==> config.mk <==
export PLATFORM = sky130hd
export DESIGN_NAME = sid_bus_sched_flat
export DESIGN_NICKNAME = d
export VERILOG_FILES = /design/src/rtl/sid_sched_pkg.sv /design/src/rtl/sid_bus_sched_if.sv /design/src/rtl/sid_cmd_fifo.sv /design/src/rtl/sid_bus_sched.sv /design/src/flat_wrapper.sv
export SDC_FILE = /design/constraint.sdc
export NUM_CORES = 1
export LEC_CHECK = 0
export CAP_MARGIN = 20
export CORE_AREA = 8 8 109 111
export CTS_CLUSTER_DIAMETER = 80
export DETAILED_ROUTE_END_ITERATION = 16
export DIE_AREA = 0 0 117 119
export HOLD_SLACK_MARGIN = 0.05
export PLACE_DENSITY = 0.83
export SLEW_MARGIN = 40
export SYNTH_ARGS = -nofsm -noshare
export SYNTH_HDL_FRONTEND = slang
export SYNTH_SLANG_ARGS = --single-unit
==> constraint.sdc <==
create_clock -name clk -period 4.85 [get_ports clk]
set_input_delay 0.7275 -clock clk [delete_from_list [all_inputs] [get_ports clk]]
set_output_delay 0.7275 -clock clk [all_outputs]
set_load 0.02 [all_outputs]
==> src/rtl/sid_sched_pkg.sv <==
// rtl/sid_sched_pkg.sv - shared command type and timing constant for the SID bus scheduler
package sid_sched_pkg;

  typedef struct packed {
    logic       chip;
    logic       we;
    logic [4:0] addr;
    logic [7:0] data;
  } sid_cmd_t;

  // Cycles between the ce_1m tick and the register strobe it schedules.
  localparam int ISSUE_OFS = 1;

endpackage

==> src/rtl/sid_bus_sched_if.sv <==
// rtl/sid_bus_sched_if.sv - CPU, aux-writer and SID register-port signals of the scheduler
interface sid_bus_sched_if #(
  parameter int DUAL       = 0,
  parameter int FIFO_DEPTH = 8
);
  localparam int N  = (DUAL != 0) ? 2 : 1;
  localparam int LW = $clog2(FIFO_DEPTH + 1);

  logic          ce_1m;
  logic          cpu_req;
  logic          cpu_chip;
  logic          cpu_we;
  logic [4:0]    cpu_addr;
  logic [7:0]    cpu_din;
  logic          cpu_busy;
  logic [7:0]    cpu_dout;
  logic          cpu_dvalid;
  logic          cpu_ovf;
  logic          aux_valid;
  logic          aux_ready;
  logic          aux_chip;
  logic [4:0]    aux_addr;
  logic [7:0]    aux_data;
  logic [LW-1:0] fifo_level;
  logic [N-1:0]  sid_cs;
  logic          sid_we;
  logic [4:0]    sid_addr;
  logic [7:0]    sid_din;
  logic [7:0]    sid_dout;

  modport slave (
    input  ce_1m, cpu_req, cpu_chip, cpu_we, cpu_addr, cpu_din,
    input  aux_valid, aux_chip, aux_addr, aux_data, sid_dout,
    output cpu_busy, cpu_dout, cpu_dvalid, cpu_ovf, aux_ready, fifo_level,
    output sid_cs, sid_we, sid_addr, sid_din
  );

  modport master (
    output ce_1m, cpu_req, cpu_chip, cpu_we, cpu_addr, cpu_din,
    output aux_valid, aux_chip, aux_addr, aux_data, sid_dout,
    input  cpu_busy, cpu_dout, cpu_dvalid, cpu_ovf, aux_ready, fifo_level,
    input  sid_cs, sid_we, sid_addr, sid_din
  );

endinterface

==> src/rtl/sid_cmd_fifo.sv <==
// rtl/sid_cmd_fifo.sv - synchronous FIFO of SID register commands
module sid_cmd_fifo
  import sid_sched_pkg::*;
#(
  parameter  int DEPTH = 8,
  localparam int LW    = $clog2(DEPTH + 1),
  localparam int AW    = $clog2(DEPTH)
) (
  input  logic          clk,
  input  logic          reset,
  input  logic          push_i,
  input  sid_cmd_t      din_i,
  input  logic          pop_i,
  output sid_cmd_t      dout_o,
  output logic          full_o,
  output logic          empty_o,
  output logic [LW-1:0] level_o
);

  sid_cmd_t      mem_q [DEPTH];
  logic [AW-1:0] wr_q, wr_d;
  logic [AW-1:0] rd_q, rd_d;
  logic [LW-1:0] level_q, level_d;
  logic          push_ok, pop_ok;

  assign full_o  = (level_q == LW'(DEPTH));
  assign empty_o = (level_q == '0);
  assign push_ok = push_i && !full_o;
  assign pop_ok  = pop_i && !empty_o;
  assign dout_o  = mem_q[rd_q];
  assign level_o = level_q;

  // DEPTH is a power of two, so pointers wrap by natural overflow.
  always_comb begin
    wr_d    = push_ok ? wr_q + AW'(1) : wr_q;
    rd_d    = pop_ok ? rd_q + AW'(1) : rd_q;
    level_d = level_q + LW'(push_ok) - LW'(pop_ok);
  end

  always_ff @(posedge clk) begin
    if (reset) begin
      wr_q    <= '0;
      rd_q    <= '0;
      level_q <= '0;
    end else begin
      wr_q    <= wr_d;
      rd_q    <= rd_d;
      level_q <= level_d;
    end
  end

  always_ff @(posedge clk) begin
    if (push_ok) mem_q[wr_q] <= din_i;
  end

endmodule

==> src/rtl/sid_bus_sched.sv <==
// rtl/sid_bus_sched.sv - one register access per ce_1m slot, shared between CPU and aux writer
module sid_bus_sched
  import sid_sched_pkg::*;
#(
  parameter int DUAL       = 0,
  parameter int FIFO_DEPTH = 8
) (
  input logic             clk,
  input logic             reset,
  sid_bus_sched_if.slave  bus
);

  localparam int N  = (DUAL != 0) ? 2 : 1;
  localparam int LW = $clog2(FIFO_DEPTH + 1);

  logic [ISSUE_OFS-1:0] ce_sr_q;
  sid_cmd_t             cpu_cmd_q, cpu_cmd_d;
  logic                 cpu_busy_q, cpu_busy_d;
  logic                 cpu_pend_q, cpu_pend_d;
  logic                 cpu_ovf_q, cpu_ovf_d;
  logic                 last_cpu_q, last_cpu_d;
  logic [1:0]           rd_pipe_q, rd_pipe_d;
  logic [7:0]           cpu_dout_q, cpu_dout_d;

  sid_cmd_t             aux_cmd, fifo_head, issue_cmd;
  logic                 fifo_full, fifo_empty, fifo_push;
  logic [LW-1:0]        fifo_level;
  logic                 slot, grant_cpu, grant_aux, issue, chip_eff;

  assign aux_cmd   = {bus.aux_chip, 1'b1, bus.aux_addr, bus.aux_data};
  assign fifo_push = bus.aux_valid && !fifo_full;

  sid_cmd_fifo #(.DEPTH(FIFO_DEPTH)) u_fifo (
    .clk     (clk),
    .reset   (reset),
    .push_i  (fifo_push),
    .din_i   (aux_cmd),
    .pop_i   (grant_aux),
    .dout_o  (fifo_head),
    .full_o  (fifo_full),
    .empty_o (fifo_empty),
    .level_o (fifo_level)
  );

  // Grant uses only registered state, so captures at the end of the tick cycle are eligible.
  assign slot      = ce_sr_q[ISSUE_OFS-1];
  assign grant_cpu = slot && cpu_pend_q && (fifo_empty || !last_cpu_q);
  assign grant_aux = slot && !fifo_empty && !grant_cpu;
  assign issue     = grant_cpu || grant_aux;
  assign issue_cmd = grant_cpu ? cpu_cmd_q : fifo_head;
  assign chip_eff  = (DUAL != 0) ? issue_cmd.chip : 1'b0;

  assign bus.sid_cs     = issue ? (N'(1) << chip_eff) : '0;
  assign bus.sid_we     = issue && issue_cmd.we;
  assign bus.sid_addr   = issue ? issue_cmd.addr : '0;
  assign bus.sid_din    = issue ? issue_cmd.data : '0;
  assign bus.cpu_busy   = cpu_busy_q;
  assign bus.cpu_dout   = cpu_dout_q;
  assign bus.cpu_dvalid = rd_pipe_q[1];
  assign bus.cpu_ovf    = cpu_ovf_q;
  assign bus.aux_ready  = !fifo_full;
  assign bus.fifo_level = fifo_level;

  always_comb begin
    cpu_cmd_d  = cpu_cmd_q;
    cpu_busy_d = cpu_busy_q;
    cpu_pend_d = cpu_pend_q;
    cpu_ovf_d  = cpu_ovf_q;
    last_cpu_d = last_cpu_q;
    cpu_dout_d = cpu_dout_q;
    rd_pipe_d  = {rd_pipe_q[0], grant_cpu && !cpu_cmd_q.we};

    if (bus.cpu_req) begin
      if (cpu_busy_q) begin
        cpu_ovf_d = 1'b1;
      end else begin
        cpu_cmd_d  = {bus.cpu_chip, bus.cpu_we, bus.cpu_addr, bus.cpu_din};
        cpu_busy_d = 1'b1;
        cpu_pend_d = 1'b1;
      end
    end

    // A read stays busy (but no longer pending) until its data returns two cycles later.
    if (grant_cpu) begin
      cpu_pend_d = 1'b0;
      if (cpu_cmd_q.we) cpu_busy_d = 1'b0;
    end

    if (rd_pipe_q[0]) begin
      cpu_dout_d = bus.sid_dout;
      cpu_busy_d = 1'b0;
    end

    if (issue) last_cpu_d = grant_cpu;
  end

  always_ff @(posedge clk) begin
    if (reset) begin
      ce_sr_q    <= '0;
      cpu_cmd_q  <= '0;
      cpu_busy_q <= 1'b0;
      cpu_pend_q <= 1'b0;
      cpu_ovf_q  <= 1'b0;
      last_cpu_q <= 1'b0;
      rd_pipe_q  <= '0;
      cpu_dout_q <= '0;
    end else begin
      ce_sr_q    <= ISSUE_OFS'({ce_sr_q, bus.ce_1m});
      cpu_cmd_q  <= cpu_cmd_d;
      cpu_busy_q <= cpu_busy_d;
      cpu_pend_q <= cpu_pend_d;
      cpu_ovf_q  <= cpu_ovf_d;
      last_cpu_q <= last_cpu_d;
      rd_pipe_q  <= rd_pipe_d;
      cpu_dout_q <= cpu_dout_d;
    end
  end

endmodule

==> src/flat_wrapper.sv <==
// flat-port wrapper written by rule: the top's interface ports become plain ports
module sid_bus_sched_flat import sid_sched_pkg::*;
#(
  parameter int DUAL       = 0,
  parameter int FIFO_DEPTH = 8
)
  (clk, reset, bus_ce_1m, bus_cpu_req, bus_cpu_chip, bus_cpu_we, bus_cpu_addr, bus_cpu_din, bus_aux_valid, bus_aux_chip, bus_aux_addr, bus_aux_data, bus_sid_dout, bus_cpu_busy, bus_cpu_dout, bus_cpu_dvalid, bus_cpu_ovf, bus_aux_ready, bus_fifo_level, bus_sid_cs, bus_sid_we, bus_sid_addr, bus_sid_din);
  sid_bus_sched_if #(.DUAL(DUAL), .FIFO_DEPTH(FIFO_DEPTH)) bus_i ();
  input logic clk;
  input logic reset;
  input wire logic [$bits(bus_i.ce_1m)-1:0] bus_ce_1m;
  input wire logic [$bits(bus_i.cpu_req)-1:0] bus_cpu_req;
  input wire logic [$bits(bus_i.cpu_chip)-1:0] bus_cpu_chip;
  input wire logic [$bits(bus_i.cpu_we)-1:0] bus_cpu_we;
  input wire logic [$bits(bus_i.cpu_addr)-1:0] bus_cpu_addr;
  input wire logic [$bits(bus_i.cpu_din)-1:0] bus_cpu_din;
  input wire logic [$bits(bus_i.aux_valid)-1:0] bus_aux_valid;
  input wire logic [$bits(bus_i.aux_chip)-1:0] bus_aux_chip;
  input wire logic [$bits(bus_i.aux_addr)-1:0] bus_aux_addr;
  input wire logic [$bits(bus_i.aux_data)-1:0] bus_aux_data;
  input wire logic [$bits(bus_i.sid_dout)-1:0] bus_sid_dout;
  output wire logic [$bits(bus_i.cpu_busy)-1:0] bus_cpu_busy;
  output wire logic [$bits(bus_i.cpu_dout)-1:0] bus_cpu_dout;
  output wire logic [$bits(bus_i.cpu_dvalid)-1:0] bus_cpu_dvalid;
  output wire logic [$bits(bus_i.cpu_ovf)-1:0] bus_cpu_ovf;
  output wire logic [$bits(bus_i.aux_ready)-1:0] bus_aux_ready;
  output wire logic [$bits(bus_i.fifo_level)-1:0] bus_fifo_level;
  output wire logic [$bits(bus_i.sid_cs)-1:0] bus_sid_cs;
  output wire logic [$bits(bus_i.sid_we)-1:0] bus_sid_we;
  output wire logic [$bits(bus_i.sid_addr)-1:0] bus_sid_addr;
  output wire logic [$bits(bus_i.sid_din)-1:0] bus_sid_din;
  assign bus_i.ce_1m = bus_ce_1m;
  assign bus_i.cpu_req = bus_cpu_req;
  assign bus_i.cpu_chip = bus_cpu_chip;
  assign bus_i.cpu_we = bus_cpu_we;
  assign bus_i.cpu_addr = bus_cpu_addr;
  assign bus_i.cpu_din = bus_cpu_din;
  assign bus_i.aux_valid = bus_aux_valid;
  assign bus_i.aux_chip = bus_aux_chip;
  assign bus_i.aux_addr = bus_aux_addr;
  assign bus_i.aux_data = bus_aux_data;
  assign bus_i.sid_dout = bus_sid_dout;
  assign bus_cpu_busy = bus_i.cpu_busy;
  assign bus_cpu_dout = bus_i.cpu_dout;
  assign bus_cpu_dvalid = bus_i.cpu_dvalid;
  assign bus_cpu_ovf = bus_i.cpu_ovf;
  assign bus_aux_ready = bus_i.aux_ready;
  assign bus_fifo_level = bus_i.fifo_level;
  assign bus_sid_cs = bus_i.sid_cs;
  assign bus_sid_we = bus_i.sid_we;
  assign bus_sid_addr = bus_i.sid_addr;
  assign bus_sid_din = bus_i.sid_din;
  sid_bus_sched #(.DUAL(DUAL), .FIFO_DEPTH(FIFO_DEPTH)) u_core (.clk(clk), .reset(reset), .bus(bus_i));
endmodule
==> results.txt, run 1 <==
Ports -> 73
Mapped Nets -> 451
fin crit share -> 81.7%
Slew @ Worst Pin -> 659 ps
H-tree depth -> 4
Worst Clk Skew -> 8.55 ps
final hold violation count -> 0
Synth area leader -> edfxtp_1
stages on the worst setup path -> 6
dpl hpwl -> 7.84 mm
Slew Limit Fails -> 0
Clock transition at path regs -> 60 ps
Synth Instances -> 401
status -> finished, final reports clean
Min Clock Period, post-route -> 3960 ps
sequential area share after synthesis -> 67.7%
drt pass-1 iters -> 5
total die area -> 13900 sq um
Setup violations, final -> 0
Hold Path Class -> register to register
RSZ-0062 raised after global routing -> false
CP Class -> register to output pin
grt total ovfl -> 0
port buffer count -> 70
ant diodes -> 0
mean number of vias per cell -> 5.67
total length of routed wires -> 13.1 mm
post-route ant nets -> 0
setup_tns -> 0 ps
CP cell instances -> inv_1 -> ha_1 -> or3b_1 -> nand3_2 -> o41ai_1 -> clkdlybuf4s50_1
CP arrival -> 3240 ps
maxcap violations -> 0
Initial Utilization -> 58.0%
total track usage -> 19.6%
CTS root buffer -> clkbuf_8
post-synth top area share -> 53.3%
fillers -> 686
Synth area leaders -> edfxtp_1 53%, dfxtp_1 14%, mux2i_1 3.9%
initial drt markers -> 314
Cell Rows -> 37
RePlAce Congestion -> 0.748
multi-input logic area -> 1740 sq um
cts repair resizes -> 0
core area -> 10100 sq um
Num CTS Buffers -> 17
Register Area -> 3970 sq um
clock latency on the worst-skew pair -> 530 ps
syn_area_per_cell -> 14.6 sq um
die width -> 117 microns
Critical Path Source Type -> register
PwrDens -> 446 nW/um^2
Post-synth EDFFs -> 104
critical path required time -> 4120 ps
vias in the first global route -> 3761
Die H -> 119 microns
slowest stage cell, crit path -> clkdlybuf4s50_1
Clock Sinks -> 146
Pleak -> 2.44 nW
Critical path buffers and inverters -> 2
CTS tree -> built
Clock Tree Buf Depth -> 2
post-route DRC violation count -> 0
# Post-CTS Setup Buffers -> 0
FMAX -> 252 MHz
Largest stage delay, worst path -> 720 ps
share of layout cells above drive strength 1 -> 13.0%
Synth Flop Type -> edfxtp_1
family with the most delay on the worst path -> buffers and inverters
Yosys reg bits -> 146
CTS Hold Bufs -> 0
Max VDD drop -> 0.000390 V
hold depth -> 2
async set or reset register ratio after synthesis -> 0%
CP max FO -> 18
crit end category -> output pin
synth unique cells -> 38
Syn-to-layout area delta -> 24.2%
Final Core Density -> 72.1%
WL per Instance -> 20.8 microns
largest net degree at the start of global routing -> 43
first-pass GRT wire length -> 20.2 mm
Syn. warnings -> 0
Nets -> 530
worst reg2reg path depth -> 11
initial antenna violation count -> 0
routed vias -> 3565
Worst slew margin -> 56.1%
synthesized area -> 5860 sq um
[cell usage after synthesis (7+ instances only)]
master / n
mux2i_1: 23
clkbuf_1: 12
a211oi_1: 8
mux4_2: 8
nor2_1: 23
o41ai_1: 8
mux4_1: 7
dfxtp_1: 42
edfxtp_1: 104
a21oi_1: 18
ha_1: 7
a2111oi_0: 9
nor2b_1: 30
nand2_1: 48
[layer usage]
layer	wire, microns	GRT usage [%]	up-vias
met2	6860	33.5	135
li1	-	-	1662
met3	986	4.90	16
met1	5020	22.3	1752
met4	190	9.37	0
met5	0	0	-
[through the flow]
step	total power [mW]	worst slack [ps]	area, sq um	hold slack (ps)	std cells
after floorplan	1.83	1680	5860	437	401
after global placement	1.99	1460	6700	444	597
after detailed placement	2.01	1430	6700	451	597
after CTS	3.27	839	7270	459	629
after global routing	3.37	714	7270	482	629
final	3.25	886	7270	460	629
[cell type report]
cell class	instances	area share (%)
Clock buffer	18	5.75
Clock inverter	14	2.12
Inverter	5	0.258
Multi-Input combinational cell	226	23.9
Sequential cell	146	54.5
Tap cell	136	2.34
Timing Repair Buffer	84	11.1
[report_power, final]
part           switching (mW)  internal (mW)  total (mW)
combinational           0.287          0.237       0.524
clock                   0.520          0.738        1.26
sequential             0.0420           1.42        1.46
total                   0.849           2.40        3.25
[logic make-up (layout without fill, tap and decap cells)]
group,Yosys count,in the layout,synth area share [%]
buffers and inverters,29,121,3.05
flip-flops,146,146,67.7
multiplexers,38,38,10.1
adder cells (fa/ha/maj),8,8,1.84
XOR/XNOR,6,6,0.897
AND/OR/NAND/NOR,122,122,9.98
AO/OA/AOI/OAI,52,52,6.41
[final timing paths]
check	startpoint	slack [ps]	endpoint
worst max-delay path	u_core.u_fifo.level_o[2]	890	bus_sid_din[2]
worst min-delay path	u_core.cpu_cmd_q[2]	460	u_core.cpu_cmd_q[2]
worst max register to register	u_core.u_fifo.level_o[2]	2130	u_core.u_fifo.level_o[2]
worst min register to register	u_core.cpu_cmd_q[2]	460	u_core.cpu_cmd_q[2]
[layout by cell type, fill, tap and decap left out, types with 6 or more instances in the layout]
| cell | synthesis | final |
|---|---|---|
| buf_4 | 3 | 14 |
| clkdlybuf4s50_1 | 0 | 70 |
| mux4_1 | 7 | 7 |
| edfxtp_1 | 104 | 104 |
| nor2b_1 | 30 | 30 |
| o41ai_1 | 8 | 8 |
| a21oi_1 | 18 | 18 |
| dfxtp_1 | 42 | 41 |
| ha_1 | 7 | 7 |
| nand2b_1 | 6 | 6 |
| clkbuf_16 | 0 | 16 |
| nand2_1 | 48 | 48 |
| a2111oi_0 | 9 | 9 |
| nor2_1 | 23 | 23 |
| mux2i_1 | 23 | 23 |
| mux4_2 | 8 | 8 |
| a211oi_1 | 8 | 8 |
[worst register-to-register path, stage by stage (launching register included)]
cell,delay (ps)
dfxtp_1,320
inv_1,70
ha_1,190
or3b_1,310
nand3_2,470
nand2b_1,360
nand2_1,90
ha_1,160
inv_1,50
fa_1,370
xor2_1,150
nor2_1,50
[state kept, by name (all words and copies together) (netlist names), named ones only]
| signal | flops |
|---|---|
| u_core.u_fifo.mem_q | 104 |
| u_core.cpu_cmd_q | 14 |
| u_core.bus.cpu_dout | 8 |
| u_core.u_fifo.level_o | 4 |
| u_core.u_fifo.rd_q | 3 |
| u_core.u_fifo.wr_q | 3 |
| u_core.rd_pipe_q | 2 |
| u_core.bus.cpu_busy | 1 |
| u_core.bus.cpu_ovf | 1 |
| u_core.ce_sr_q | 1 |
| u_core.cpu_pend_q | 1 |
| u_core.last_cpu_q | 1 |
(Power assumes the default switching activity.)
==> inputs of run 2 (changes only) <==
CORE_AREA = 8 8 113 115   (was 8 8 109 111)
DIE_AREA = 0 0 121 123   (was 0 0 117 119)
PLACE_DENSITY = 0.77   (was 0.83)
clock period = 3.9 ns   (was 4.85 ns; I/O delays follow)
==> results.txt, run 2 (same netlist as run 1, synthesis figures left out) <==
status -> finished, final reports clean (unchanged)
commonest non-fill, non-tap cells in the layout -> 104 x edfxtp_1, 70 x clkdlybuf4s50_1, 48 x nand2_1 (unchanged)
CTS Hold Bufs -> 0 (unchanged)
initial antenna violation count -> 0 (unchanged)
met2 usage in global routing -> 27.7% (was 33.5%)
Ports -> 73 (unchanged)
Die H -> 123 microns (was 119 microns)
initial drt markers -> 260 (was 314)
Critical Path Source Type -> register (unchanged)
CP max FO -> 18 (unchanged)
ant diodes -> 0 (unchanged)
setup_tns -> 0 ps (unchanged)
total power -> 4.09 mW (was 3.25 mW)
Final Core Density -> 66.0% (was 72.1%)
RSZ-0062 raised after global routing -> false (unchanged)
Cell Rows -> 39 (was 37)
routed vias -> 3536 (was 3565)
hold slack -> 461 ps (was 460 ps)
share of layout cells above drive strength 1 -> 12.2% (was 13.0%)
CP arrival -> 2990 ps (was 3240 ps)
CTS root buffer -> clkbuf_16 (was clkbuf_8)
H-tree depth -> 4 (unchanged)
vias in the first global route -> 3542 (was 3761)
total die area -> 14900 sq um (was 13900 sq um)
setup ws final -> 324 ps (was 886 ps)
crit end category -> output pin (unchanged)
grt total ovfl -> 0 (unchanged)
Worst Clk Skew -> 3.91 ps (was 8.55 ps)
Clock transition at path regs -> 60 ps (about the same)
sw power -> 1.02 mW (was 0.849 mW)
Slew Limit Fails -> 0 (unchanged)
Min Clock Period, post-route -> 3580 ps
Setup violations, final -> 0 (unchanged)
Clock Sinks -> 146 (unchanged)
Slew @ Worst Pin -> 601 ps (was 659 ps)
core area -> 11100 sq um (was 10100 sq um)
first-pass GRT wire length -> 19.3 mm (was 20.2 mm)
clock latency on the worst-skew pair -> 410 ps (was 530 ps)
CP cell instances -> inv_1 -> ha_1 -> or3b_1 -> nand3_4 -> o41ai_1 -> clkdlybuf4s50_1 (was inv_1 -> ha_1 -> or3b_1 -> nand3_2 -> o41ai_1 -> clkdlybuf4s50_1)
mean number of vias per cell -> 5.58 (was 5.67)
total track usage -> 17.4% (was 19.6%)
Syn-to-layout area delta -> 24.9% (was 24.2%)
worst slack, placed -> 621 ps (was 1430 ps)
Largest stage delay, worst path -> 710 ps (was 720 ps)
Largest register FFs -> 104 (unchanged)
post-route ant nets -> 0 (unchanged)
Logic pwr share -> 15.7% (was 16.2%)
Top reg by flops -> u_core.u_fifo.mem_q (unchanged)
port buffer count -> 70 (unchanged)
Pleak -> 2.45 nW (was 2.44 nW)
Worst slew margin -> 58.9% (was 56.1%)
Initial Utilization -> 52.9% (was 58.0%)
critical path required time -> 3310 ps (was 4120 ps)
CTS tree -> built (unchanged)
Clock Tree Buf Depth -> 2 (unchanged)
Nets -> 528 (was 530)
fin crit share -> 91.7%
FMAX -> 280 MHz
Hold Path Class -> register to register (unchanged)
commonest non-fill, non-tap cell in the layout -> edfxtp_1 (unchanged)
final hold violation count -> 0 (unchanged)
drt pass-1 iters -> 5 (unchanged)
slowest stage cell, crit path -> clkdlybuf4s50_1 (unchanged)
maxcap violations -> 0 (unchanged)
RePlAce Congestion -> 0.796 (was 0.748)
largest net degree at the start of global routing -> 47 (was 43)
Clock power frac -> 39.4% (was 38.8%)
Num CTS Buffers -> 17 (unchanged)
CP Class -> register to output pin (unchanged)
Max VDD drop -> 0.000306 V (was 0.000390 V)
busiest grt layer -> met2 (unchanged)
post-route DRC violation count -> 0 (unchanged)
PwrDens -> 559 nW/um^2 (was 446 nW/um^2)
Pint -> 3.07 mW (was 2.40 mW)
dpl hpwl -> 7.72 mm (was 7.84 mm)
die width -> 121 microns (was 117 microns)
fillers -> 762 (was 686)
WL per Instance -> 19.8 microns (was 20.8 microns)
total length of routed wires -> 12.6 mm (was 13.1 mm)
Reg power frac -> 44.9% (was 45.1%)
met1 usage -> 21.0% (was 22.3%)
fraction of power spent switching nets -> 24.9% (was 26.2%)
met3 Track Usage GR -> 5.94% (was 4.90%)
run 2: cell count changes in the layout (fill, tap and decap cells not counted), moves of 2 or more:
cell / before / now
inv_6: 5 / 1
clkinv_4: 1 / 3
clkinvlp_4: 5 / 3
nor3_1: 1 / 3
buf_12: 0 / 2
nor3_2: 4 / 2
buf_4: 14 / 10
run 2: final cells by class:
cell class	instances	area (sq um)	share of cell area, %
sequential	146	3970	54.2
tap	143	179	2.45
multi-input combinational	226	1740	23.8
clock inverter	13	161	2.21
clock buffer	19	433	5.92
timing repair buffer	82	816	11.2
inverter	5	18.8	0.257
run 2: critical path: cells and delay by family (launching register included):
family | cells | cell delay (ps)
flops | 1 | 330
simple gates | 2 | 640
buf+inv | 2 | 790
compound gates | 1 | 630
fa+ha+maj | 1 | 190
run 2: worst paths after layout:
check / from / end / slack [ps] / cells past startpoint
worst max-delay path: u_core.u_fifo.level_o[2] / bus_sid_din[3] / 320 / 6
worst min-delay path: u_core.cpu_cmd_q[7] / u_core.cpu_cmd_q[7] / 460 / 2
worst max register to register: u_core.u_fifo.level_o[2] / u_core.u_fifo.level_o[2] / 1370 / 11
worst min register to register: u_core.cpu_cmd_q[7] / u_core.cpu_cmd_q[7] / 460 / 2
run 2: what timing repair did:
action / CTS / global route
endpoints found under the setup margin: 0 / 1
resized for setup: 0 / 1
setup buffers: 0 / 0
run 2: power by group through the flow:
stage	Sequential [mW]	Clock (mW)	Combinational, mW
5_1_grt	1.85	1.69	0.699
3_3_place_gp	1.86	0	0.617
3_5_place_dp	1.87	0	0.636
6_report	1.84	1.61	0.643
4_1_cts	1.84	1.63	0.647
2_1_floorplan	1.86	0	0.416
run 2: per-layer routing:
metal,up-vias,part of all wire (%)
met1,1704,43
met3,22,7.4
met4,0,1.9
met5,-,0
met2,157,48
li1,1653,-
run 2: through the flow:
stage / cells / cell area [sq um]
6_report: 634 / 7310
5_1_grt: 634 / 7310
3_5_place_dp: 602 / 6710
2_1_floorplan: 401 / 5860
4_1_cts: 634 / 7310
3_3_place_gp: 602 / 6710
==> inputs of run 3 (changes only) <==
ABC_CLOCK_PERIOD_IN_PS = 3900   (was not set)
==> results of run 3 <==
The final DEF is identical to that of run 2; final timing and power are the same.
